--- src/rtl/adder_tb_pkg.sv ---
// Shared definitions for the adder regression sequencer: FSM states,
// result widths and the LFSR polynomial used for random vectors.
package adder_tb_pkg;

  localparam int ERR_W = 16;
  localparam int IDX_W = 32;

  localparam logic [ERR_W-1:0] ERR_SAT = 16'hFFFF;

  // Galois feedback mask for x^32 + x^22 + x^2 + x + 1 (right-shifting form)
  localparam logic [31:0] LFSR_TAPS = 32'h8020_0003;

  typedef enum logic [1:0] {
    ST_IDLE  = 2'd0,
    ST_RUN   = 2'd1,
    ST_DRAIN = 2'd2,
    ST_DONE  = 2'd3
  } state_t;

  // One Galois LFSR step: shift right, fold the dropped bit into the taps
  function automatic logic [31:0] lfsr_step(input logic [31:0] cur);
    return {1'b0, cur[31:1]} ^ (cur[0] ? LFSR_TAPS : 32'h0);
  endfunction

endpackage

--- src/rtl/lfsr32.sv ---
// 32-bit Galois LFSR with synchronous load; q is the current state.
module lfsr32
  import adder_tb_pkg::*;
#(
  parameter logic [31:0] RESET_VAL = 32'hACE1_2011
) (
  input  logic        clk,
  input  logic        rst_n,
  input  logic        load,
  input  logic [31:0] seed,
  input  logic        en,
  output logic [31:0] q
);

  // State register: load has priority over advancing
  always_ff @(posedge clk or negedge rst_n) begin
    if (!rst_n) begin
      q <= RESET_VAL;
    end else if (load) begin
      q <= seed;
    end else if (en) begin
      q <= lfsr_step(q);
    end
  end

endmodule

--- src/rtl/adder_check_seq.sv ---
// Stimulus sequencer and result checker for the adder regression: drives
// exhaustive or LFSR vectors, realigns results through LAT stages, counts
// mismatching vectors and reports the first failing index.
module adder_check_seq
  import adder_tb_pkg::*;
#(
  parameter int          N    = 8,
  parameter int          MODE = 0,
  parameter int          NVEC = 1024,
  parameter int          LAT  = 0,
  parameter logic [31:0] SEED = 32'hACE1_2011
) (
  input  logic             clk,
  input  logic             rst_n,
  input  logic             start,
  input  logic             abort,
  output logic [N-1:0]     a,
  output logic [N-1:0]     b,
  output logic             cin,
  input  logic [N-1:0]     s_ref,
  input  logic [N-1:0]     s_duv,
  input  logic             cout_ref,
  input  logic             cout_duv,
  output logic             busy,
  output logic             done,
  output logic             pass,
  output logic [ERR_W-1:0] err_cnt,
  output logic [IDX_W-1:0] first_err_idx
);

  // Vector width {cin,b,a}; the internal index is one bit wider than the
  // reported index so a full 2^33 sweep at N=16 still terminates.
  localparam int VW = 2 * N + 1;
  localparam int CW = IDX_W + 1;
  localparam logic [CW-1:0] LAST_IDX = (MODE == 0) ? ((CW'(1) << VW) - CW'(1))
                                                   : (CW'(NVEC) - CW'(1));

  state_t           state_q;
  state_t           next_state;
  logic [CW-1:0]    idx_q;
  logic [VW-1:0]    vec_q;
  logic [VW-1:0]    first_vec;
  logic [VW-1:0]    next_vec;
  logic [31:0]      lfsr_q;
  logic             lfsr_en;
  logic             start_run;
  logic             run_step;
  logic             is_last;
  logic             cmp_valid;
  logic             cmp_last;
  logic [IDX_W-1:0] cmp_idx;
  logic             mismatch;
  logic [ERR_W-1:0] err_next;
  logic [IDX_W-1:0] first_next;
  logic             busy_d;
  logic             done_d;
  logic             pass_d;

  assign start_run = ((state_q == ST_IDLE) || (state_q == ST_DONE)) && start && !abort;
  assign is_last   = (idx_q == LAST_IDX);
  assign run_step  = (state_q == ST_RUN) && !abort && !is_last;
  assign lfsr_en   = run_step && (MODE != 0);

  // The LFSR state always equals the random vector currently on the outputs
  lfsr32 #(
    .RESET_VAL (SEED)
  ) u_lfsr (
    .clk   (clk),
    .rst_n (rst_n),
    .load  (start_run),
    .seed  (SEED),
    .en    (lfsr_en),
    .q     (lfsr_q)
  );

  // Select vector 0 and the following vector for the active generation mode
  always_comb begin
    first_vec = '0;
    next_vec  = VW'(idx_q + CW'(1));
    if (MODE != 0) begin
      first_vec = VW'({1'b0, SEED});
      next_vec  = VW'({1'b0, lfsr_step(lfsr_q)});
    end
  end

  // Valid/index alignment: with no latency the live vector is compared directly
  generate
    if (LAT == 0) begin : g_nolat
      assign cmp_valid = (state_q == ST_RUN);
      assign cmp_last  = is_last;
      assign cmp_idx   = idx_q[IDX_W-1:0];
    end else begin : g_lat
      logic [LAT-1:0]            pipe_valid;
      logic [LAT-1:0]            pipe_last;
      logic [LAT-1:0][IDX_W-1:0] pipe_idx;

      // Shift each emitted vector's tag LAT stages; abort empties the pipe
      always_ff @(posedge clk or negedge rst_n) begin
        if (!rst_n) begin
          pipe_valid <= '0;
          pipe_last  <= '0;
          pipe_idx   <= '0;
        end else if (abort) begin
          pipe_valid <= '0;
          pipe_last  <= '0;
        end else begin
          pipe_valid[0] <= (state_q == ST_RUN);
          pipe_last[0]  <= is_last;
          pipe_idx[0]   <= idx_q[IDX_W-1:0];
          for (int i = 1; i < LAT; i++) begin
            pipe_valid[i] <= pipe_valid[i-1];
            pipe_last[i]  <= pipe_last[i-1];
            pipe_idx[i]   <= pipe_idx[i-1];
          end
        end
      end

      assign cmp_valid = pipe_valid[LAT-1];
      assign cmp_last  = pipe_last[LAT-1];
      assign cmp_idx   = pipe_idx[LAT-1];
    end
  endgenerate

  assign mismatch = cmp_valid && !abort &&
                    ((s_ref != s_duv) || (cout_ref != cout_duv));

  // Error accounting: one count per failing vector, first index latched once
  always_comb begin
    err_next   = err_cnt;
    first_next = first_err_idx;
    if (start_run) begin
      err_next   = '0;
      first_next = '1;
    end else if (mismatch) begin
      if (err_cnt != ERR_SAT) begin
        err_next = err_cnt + ERR_W'(1);
      end
      if (err_cnt == '0) begin
        first_next = cmp_idx;
      end
    end
  end

  // FSM state register
  always_ff @(posedge clk or negedge rst_n) begin
    if (!rst_n) begin
      state_q <= ST_IDLE;
    end else begin
      state_q <= next_state;
    end
  end

  // FSM next-state logic; abort overrides everything else
  always_comb begin
    next_state = state_q;
    if (abort) begin
      next_state = ST_IDLE;
    end else begin
      case (state_q)
        ST_IDLE, ST_DONE: begin
          if (start) next_state = ST_RUN;
        end
        ST_RUN: begin
          if (is_last) next_state = (LAT == 0) ? ST_DONE : ST_DRAIN;
        end
        ST_DRAIN: begin
          if (cmp_valid && cmp_last) next_state = ST_DONE;
        end
        default: next_state = ST_IDLE;
      endcase
    end
  end

  // FSM outputs decoded from the next state so the status flags are registered
  always_comb begin
    busy_d = (next_state == ST_RUN) || (next_state == ST_DRAIN);
    done_d = (next_state == ST_DONE);
    pass_d = (next_state == ST_DONE) && (err_next == '0);
  end

  // Status flag registers
  always_ff @(posedge clk or negedge rst_n) begin
    if (!rst_n) begin
      busy <= 1'b0;
      done <= 1'b0;
      pass <= 1'b0;
    end else begin
      busy <= busy_d;
      done <= done_d;
      pass <= pass_d;
    end
  end

  // Vector index, operand register and result counters
  always_ff @(posedge clk or negedge rst_n) begin
    if (!rst_n) begin
      idx_q         <= '0;
      vec_q         <= '0;
      err_cnt       <= '0;
      first_err_idx <= '1;
    end else begin
      if (start_run) begin
        idx_q <= '0;
        vec_q <= first_vec;
      end else if (run_step) begin
        idx_q <= idx_q + CW'(1);
        vec_q <= next_vec;
      end
      err_cnt       <= err_next;
      first_err_idx <= first_next;
    end
  end

  assign a   = vec_q[N-1:0];
  assign b   = vec_q[2*N-1:N];
  assign cin = vec_q[2*N];

endmodule

--- config.mk ---
export PLATFORM = sky130hd
export DESIGN_NAME = adder_check_seq
export DESIGN_NICKNAME = d
export VERILOG_FILES = /design/src/rtl/adder_tb_pkg.sv /design/src/rtl/lfsr32.sv /design/src/rtl/adder_check_seq.sv
export SDC_FILE = /design/constraint.sdc
export NUM_CORES = 1
export LEC_CHECK = 0
export BUFFER_PORTS_ARGS = -buffer_cell sky130_fd_sc_hd__buf_4
export CAP_MARGIN = 5
export CORE_AREA = 2 2 118 120
export DETAILED_ROUTE_END_ITERATION = 10
export DIE_AREA = 0 0 120 122
export PLACE_DENSITY_LB_ADDON = 0.2
export REMOVE_ABC_BUFFERS = 1
export SYNTH_ARGS = -nofsm -noshare
export SYNTH_HDL_FRONTEND = slang
export SYNTH_HIERARCHICAL = 1
export SYNTH_SLANG_ARGS = --single-unit
export TNS_END_PERCENT = 50
--- constraint.sdc ---
create_clock -name clk -period 3.4 [get_ports clk]
set_clock_uncertainty 0.2 [all_clocks]
set_input_delay 0.17 -clock clk [delete_from_list [all_inputs] [get_ports clk]]
set_output_delay 0.17 -clock clk [all_outputs]
set_load 0.02 [all_outputs]
[After elaboration in Yosys (flattened, before gate mapping)]
Cells that the tools add are included.
Word-level totals
  register bits after elaboration: 103
Operators by class
  add/subtract/negate cells: 2
  equal/unequal tests: 10
  mux-type cells: 15
  reductions and logical operators: 20
Operators by type and width (number)
  2-to-1 mux 32 bit: 3
  2-to-1 mux 33 bit: 2
  2-to-1 mux 16 bit: 3
  2-to-1 mux 17 bit: 2
  adder 33 x 1 -> 33 bit, second input constant: 1
  equality test 33 x 17 -> 1 bit, second input constant: 1
  logical NOT 16 bit: 2
  adder 16 x 1 -> 16 bit, second input constant: 1
  != test 16 bit, second input constant: 1
  equality test 2 bit, second input constant: 4
  2-to-1 mux 2 bit: 4
  != test 8 bit: 1
  logical AND 1 bit: 7
  case mux 2 bit (3 select lines): 1
  nonzero test 2 bit: 3
  equality test 2 x 1 -> 1 bit, second input constant: 2
  logical OR 1 bit: 3
  logical NOT 1 bit: 2
  logical NOT 2 bit: 1
  AND reduction 2 bit: 1
  OR reduction 2 bit: 1
  != test 1 bit: 1

[Longest topological paths before layout]
Gate-level depths: netlist of the first run.
  word-level depth: 7
  gate-level depth with buffers: 12

[Worst setup path before layout of the first run]
Ideal clock, no wire load.
  path type: register to register
  start point: register idx_q[3]
  end point: register pass
  setup time: 0.068 ns
  arrival: 2.347 ns
  required time: 3.132 ns
  slack: 0.785 ns
  stages on the path, launching flop included: 12
  clock period less this slack: 2.615 ns
  cell sequence: dfrtp_1 -> and4_1 -> and4_4 -> and3_1 -> nand3_1 -> a21oi_1 -> a21oi_1 -> nor3_1 -> ha_1 -> o31ai_1 -> nor4bb_1 -> and4b_1
Between the ends
  word-level cells in the longest chain between the ends: 7
  elaborated cells between the ends (all ways): 8
  those cells by class: eq/ne (2); mux (4); reduce/logical (2)
Ends and longest elaborated chain
  from (decl): line adder_check_seq.sv:40  | logic [CW-1:0] idx_q;
  from (signal assigned): line adder_check_seq.sv:206  | idx_q <= idx_q + CW'(1);
  equality test 33 x 17 -> 1 bit *: line adder_check_seq.sv:60  | assign is_last = (idx_q == LAST_IDX);
  logical AND 1 bit: line adder_check_seq.sv:167  | if (cmp_valid && cmp_last) next_state = ST_DONE;
  2-to-1 mux 2 bit: line adder_check_seq.sv:167
  case mux 2 bit (3 select lines) *: line adder_check_seq.sv:159  | case (state_q)
  2-to-1 mux 2 bit *: line adder_check_seq.sv:156  | if (abort) begin
  named net next_state[1]: line adder_check_seq.sv:39  | state_t next_state;
  equality test 2 bit *
  named net done_d: line adder_check_seq.sv:56  | logic done_d;
  logical AND 1 bit *: line adder_check_seq.sv:178  | pass_d = (next_state == ST_DONE) && (err_next == '0);
  named net pass_d: line adder_check_seq.sv:57  | logic pass_d;
  to (signal assigned): line adder_check_seq.sv:190  | pass <= pass_d;
  to (decl): line adder_check_seq.sv:26  | output logic pass,
Mark *: on every way through the listed nets, which the timed path passes. The rest lies on a longest branch.
A chain may end at the register's enable or synchronous reset.

[Worst setup path after layout of the first run]
Ends and elaborated chain as after synthesis.

==> run summary, run 1 <==
Rows -> 43
Pint -> 2.45 mW
Synthesized area per cell -> 9.84 um^2
Worst-case vdd ir drop -> 285 uV
Register area -> 0.00219 mm^2
RSZ-0062 raised after global routing -> false
# DRC -> 0
Critical Path AT -> 2940 ps
Final-layout fill cell count -> 1326
Comb pwr share -> 29.3%
Vias in the first global route -> 3694
ANT nets after route -> 0
CP Launch Type -> register
Worst skew pair latency -> 330 ps
Hpwl dp -> 8000 um
Largest net degree at the start of global routing -> 65
Die X -> 120 um
Fin crit period -> 2870 ps
PwrDens -> 630 mW/mm^2
Layout cells sized above 1 -> 28.8%
DR WL/cell -> 15.3 um
Status -> complete, no violations
Top-count cell post-synth -> nand2_1
Hold slack -> 268 ps
Number of flops mapped to enable cells by yosys -> 0
Async S/R FF share, synth -> 100%
Number of antenna diodes -> 0
Initial Util -> 33.7%
Post-CTS setup buffer count -> 0
Area grow syn2layout -> 24.7%
Pre-CTS setup slack -> 548 ps
Switch share -> 31.5%
CTS tree -> built
Final hold viol count -> 0
Synth Register Bits -> 86
Sequential fraction of the synthesis area -> 48.1%
Grt ovf -> 0
Post-CTS sizing -> 0
Boundary Pins -> 90
Power, Total -> 3.58 mW
Fmax achieved -> 349 MHz
First-pass GRT wire length -> 18500 um
Vias per cell -> 4.99
H-tree levels -> 3
Hold Crit Class -> in -> async
Total iterations of the first detailed-routing run -> 4
Worst-path clk slew -> 70 ps
Synth top cells by count -> 55 x nand2_1, 54 x dfrtp_1, 53 x nor2_1, 35 x mux2i_1
Count of cell types in the netlist -> 45
Switching pwr -> 1.13 mW
Die height -> 122 um
Final Slew Violations -> 0
Initial antenna violation count -> 0
Number of max-cap violations -> 0
Post-synth top area share -> 29.7%
# clock sinks -> 86
Crit-path slowest cell -> dfrtp_1
Synth Flop Type -> dfrtp_1
Post-Syn Area -> 0.00456 mm^2
Fin nets -> 569
Multi-input combinational cell area -> 0.00214 mm^2
Count of final setup violators -> 0
Core ar. -> 0.0135 mm^2
Drt total wl -> 11100 um
Initial DRC count -> 257
Actual slew at the worst max-slew pin -> 794 ps
Worst path bufs/invs -> 0
Num CTS Buffers -> 9
Crit-path most repeated cell -> a21oi_1
Crit. End Element -> register
Rel. slew slack -> 46.6%
DIE AREA -> 0.0146 mm^2
Cells after Synth -> 463
Crit path max fanout -> 7
PortBufs -> 89
Pleak -> 2.51 nW
Critical path's top delay family -> simple AND/OR/NAND/NOR gates
Worst Path Class, Setup -> reg -> reg
Clk root buf -> clkbuf_16
CTS max path bufs -> 2
Required @ worst endpoint -> 3470 ps
Sequential power share -> 41.7%
Clock power share -> 29.0%
Vias -> 3625
Ys Warns -> 6
Global-route usage over all layers -> 15.8%
Crit-path max cell delay -> 450 ps
Cts hold-fix bufs -> 4
GP Congestion -> 0.857
Final setup margin -> 532 ps
Worst path cell trace -> and4_1, and4_4, and3_1, nand3_1, a21oi_1, a21oi_1, nor3_1, ha_1, o31ai_1, nor4bb_1, and4b_1
Final Cycle Share -> 84.3%
Synth area leaders -> dfrtp_1 30%, dfstp_2 18%, mux2i_1 7.7%
Cell taking the most area after synthesis -> dfrtp_1
## final cells by class
cell class	count	share of cell area [%]
clock buffer	10	4.03
inverter	8	0.529
tap	180	3.96
timing repair buffer	102	13.7
clock inverter	6	1.52
sequential	86	38.6
multi-input combinational	334	37.7
## through the flow
| step | instance area [um^2] | util (%) | instances | setup TNS (ps) |
|---|---|---|---|---|
| detailed placement | 5330 | 39.4 | 706 | 0 |
| finish | 5680 | 42.1 | 726 | 0 |
| CTS | 5680 | 42.1 | 726 | 0 |
| global placement | 5330 | 39.4 | 706 | 0 |
| floorplan | 4350 | - | 428 | -2770 |
| global route | 5680 | 42.1 | 726 | 0 |
## kinds of logic after synthesis
group	count (synthesis)	synth area share (%)
AOI/OAI and AO/OA	30	3.98
xor gates and xnor gates	45	8.65
adders and majority gates	6	1.65
buffers and inverters	43	5.19
DFF	86	48.1
muxes	37	8.18
and+or+nand+nor	216	24.2
## cell usage in the layout, fill, tap and decap left out, types with 12 or more instances in the layout
master | netlist | final
buf_4 | 16 | 98
nand2_1 | 55 | 55
dfrtp_1 | 54 | 54
nor2_1 | 53 | 52
mux2i_1 | 35 | 35
xor2_1 | 32 | 32
dfstp_2 | 32 | 32
nand3_1 | 27 | 27
xnor2_1 | 13 | 13
nor4_1 | 12 | 12
## routing by layer
layer | GRT usage, % | share of wire (%) | up-vias
li1 | - | - | 1759
met1 | 20.5 | 45 | 1750
met2 | 26.1 | 49 | 104
met3 | 3.46 | 5.0 | 12
met4 | 5.66 | 1.5 | 0
met5 | 0 | 0 | -
## power groups by stage
stage               clock [mW]  combinational (mW)  sequential (mW)
floorplan                    0               0.344             1.75
detailed placement           0                1.06             1.51
global placement             0                1.05             1.51
finish                    1.04                1.05             1.49
CTS                       1.07                1.06             1.50
global route              1.11                1.14             1.52
## flip-flops by register name, summed over array words and instances (netlist names)
signal / count
pass: 1
done: 1
err_cnt: 16
idx_q: 33
first_err_idx: 32
state_q: 2
busy: 1
## worst paths after layout
path	start	to	slack, ps	cells past startpoint
setup / recovery	idx_q[3]	pass	530	11
hold / removal	rst_n	idx_q[22]	270	2
min in group clk	s_duv[2]	err_cnt[12]	330	5
max in group asynchronous	rst_n	first_err_idx[8]	1970	3
setup reg to reg	idx_q[3]	pass	530	11
hold reg to reg	first_err_idx[13]	first_err_idx[13]	340	2
Power figures use the tool's default switching activity.
==> run 2: changes to the inputs <==
clock period = 2.4 ns   (was 3.4 ns; I/O delays follow)
==> run summary, run 2 (synthesis results as in run 1) <==
Crit-path max cell delay -> 400 ps
Critical Path AT -> 2690 ps
Final hold viol count -> 0
Initial DRC count -> 216
Required @ worst endpoint -> 2490 ps
Actual slew at the worst max-slew pin -> 486 ps
Worst Path Class, Setup -> reg -> reg
Core ar. -> 0.0135 mm^2
Die X -> 120 um
Largest net degree at the start of global routing -> 87
Number of antenna diodes -> 0
CP Launch Type -> register
Total iterations of the first detailed-routing run -> 4
Critical path's top delay family -> simple AND/OR/NAND/NOR gates
Setup_tns -> -334 ps
PortBufs -> 89
Clk root buf -> clkbuf_16
Pleak -> 3.01 nW
Vias -> 3974
Failing checks -> setup timing
Vias in the first global route -> 4062
Initial antenna violation count -> 0
Vias per cell -> 4.91
Fin nets -> 653
Die height -> 122 um
Commonest cells after routing, fill and taps aside -> 176 x buf_4, 54 x dfrtp_1, 53 x nand2_1, 50 x nor2_1, 35 x mux2i_1
PwrDens -> 791 mW/mm^2
Boundary Pins -> 90
# DRC -> 0
Crit path max fanout -> 2
Rel. slew slack -> 67.3%
Final Slew Violations -> 0
DIE AREA -> 0.0146 mm^2
Worst-case vdd ir drop -> 317 uV
Commonest non-fill, non-tap cell in the layout -> buf_4
First-pass GRT wire length -> 20500 um
Worst reg2reg path depth -> 11
RSZ-0062 raised after global routing -> true
GP Congestion -> 0.856
Clock power share -> 28.5%
Worst-path clk slew -> 70 ps
Fmax achieved -> 385 MHz
Flop2flop setup slack -> -200 ps
Crit-path most repeated cell -> a21oi_2
Crit. End Element -> register
# clock sinks -> 86
Worst skew pair latency -> 350 ps
Area grow syn2layout -> 42.9%
Count of final setup violators -> 5
Switch share -> 32.0%
Final Cycle Share -> 108%
H-tree levels -> 3
Global-route usage over all layers -> 17.8%
ANT nets after route -> 0
Rows -> 43
Largest register FFs -> 33
Number of max-cap violations -> 0
Status -> finished, violations left
Switching pwr -> 1.65 mW
RR Endpoint -> pass
Sequential power share -> 40.2%
Comb pwr share -> 31.2%
Hold Crit Class -> in -> async
Pint -> 3.50 mW
Final-layout fill cell count -> 1268
Fin crit period -> 2600 ps
CTS tree -> built
Worst path cell trace -> nor4_2, nand4_1, nor2_2, nand3_2, a21oi_2, a21oi_2, nor3_2, ha_2, o31ai_2, nor4bb_1, and4b_1
Reg with most FFs -> idx_q
Crit-path slowest cell -> dfrtp_1
Hold slack -> 175 ps
Worst path bufs/invs -> 0
Crit Reg-Reg Startpoint -> idx_q[23]
Hpwl dp -> 8880 um
Drt total wl -> 12700 um
CTS max path bufs -> 2
Initial Util -> 33.7%
Grt ovf -> 0
Final setup margin -> -200 ps
DR WL/cell -> 15.7 um
Largest registers -> idx_q: 33 flops, first_err_idx: 32 flops, err_cnt: 16 flops
Layout cells sized above 1 -> 43.0%
Num CTS Buffers -> 9
run 2: cell types whose count changed in the layout (fill, tap and decap cells not counted), sizes merged:
cell / change
buf: +83
clkinv: -3
clkbuf: +2
bufinv: -1
clkinvlp: +1
inv: +1
or4: +1
run 2: power by group through the flow:
stage               combinational [mW]  sequential [mW]  clock, mW
floorplan                        0.487             2.48          0
global placement                  1.60             2.08          0
detailed placement                1.62             2.10          0
CTS                               1.63             2.08       1.50
global route                      1.75             2.11       1.56
finish                            1.61             2.07       1.47
run 2: per-layer routing:
| layer | routed length (um) | up-vias | GRT usage (%) |
|---|---|---|---|
| met5 | 0 | - | 0 |
| met4 | 223 | 0 | 7.28 |
| met3 | 588 | 16 | 3.04 |
| met1 | 5520 | 1929 | 22.7 |
| li1 | - | 1917 | - |
| met2 | 6390 | 112 | 30.0 |
run 2: what timing repair did:
action                                  4_1_cts  5_1_grt
cloned                                        1        0
setup buffers                                 2        3
hold buffers                                  4        0
pin swaps                                     9       11
hold endpoints to repair                     88        0
resized for setup                            16       22
endpoints found under the setup margin        9       18
run 2: worst max-delay path by stage:
stage | start | end | slack [ps] | cells past startpoint
after global placement | idx_q[30] | pass | -200 | 11
after CTS | idx_q[19] | pass | -110 | 11
after floorplan | err_cnt[8] | first_err_idx[0] | -1090 | 6
after global routing | idx_q[23] | pass | -320 | 11
after detailed placement | idx_q[30] | pass | -280 | 11
final | idx_q[23] | pass | -200 | 11
run 2: worst reg2reg max path, stage by stage (launching register included):
cell and delay, ps:
dfrtp_1 400, nor4_2 320, nand4_1 170, nor2_2 180, nand3_2 100, a21oi_2 140, a21oi_2 50, nor3_2 220
ha_2 230, o31ai_2 60, nor4bb_1 250, and4b_1 220
run 2: layout make-up:
cell class	count	area [um^2]	area share, %
Tap cell	180	225	3.46
Sequential cell	86	2190	33.7
Timing Repair Buffer	185	1440	22.2
Inverter	8	30.0	0.461
Clock inverter	4	53.8	0.826
Clock buffer	12	256	3.94
Multi-Input combinational cell	335	2310	35.5
run 2: stage by stage:
step	instances	utilization (%)	setup slack, ps	total power [mW]	cell area, um^2
CTS	807	47.3	-108	5.20	6390
global route	810	48.2	-320	5.43	6510
finish	810	48.2	-200	5.15	6510
floorplan	428	-	-1090	2.96	4350
global placement	784	44.0	-196	3.68	5950
detailed placement	784	44.0	-276	3.71	5950
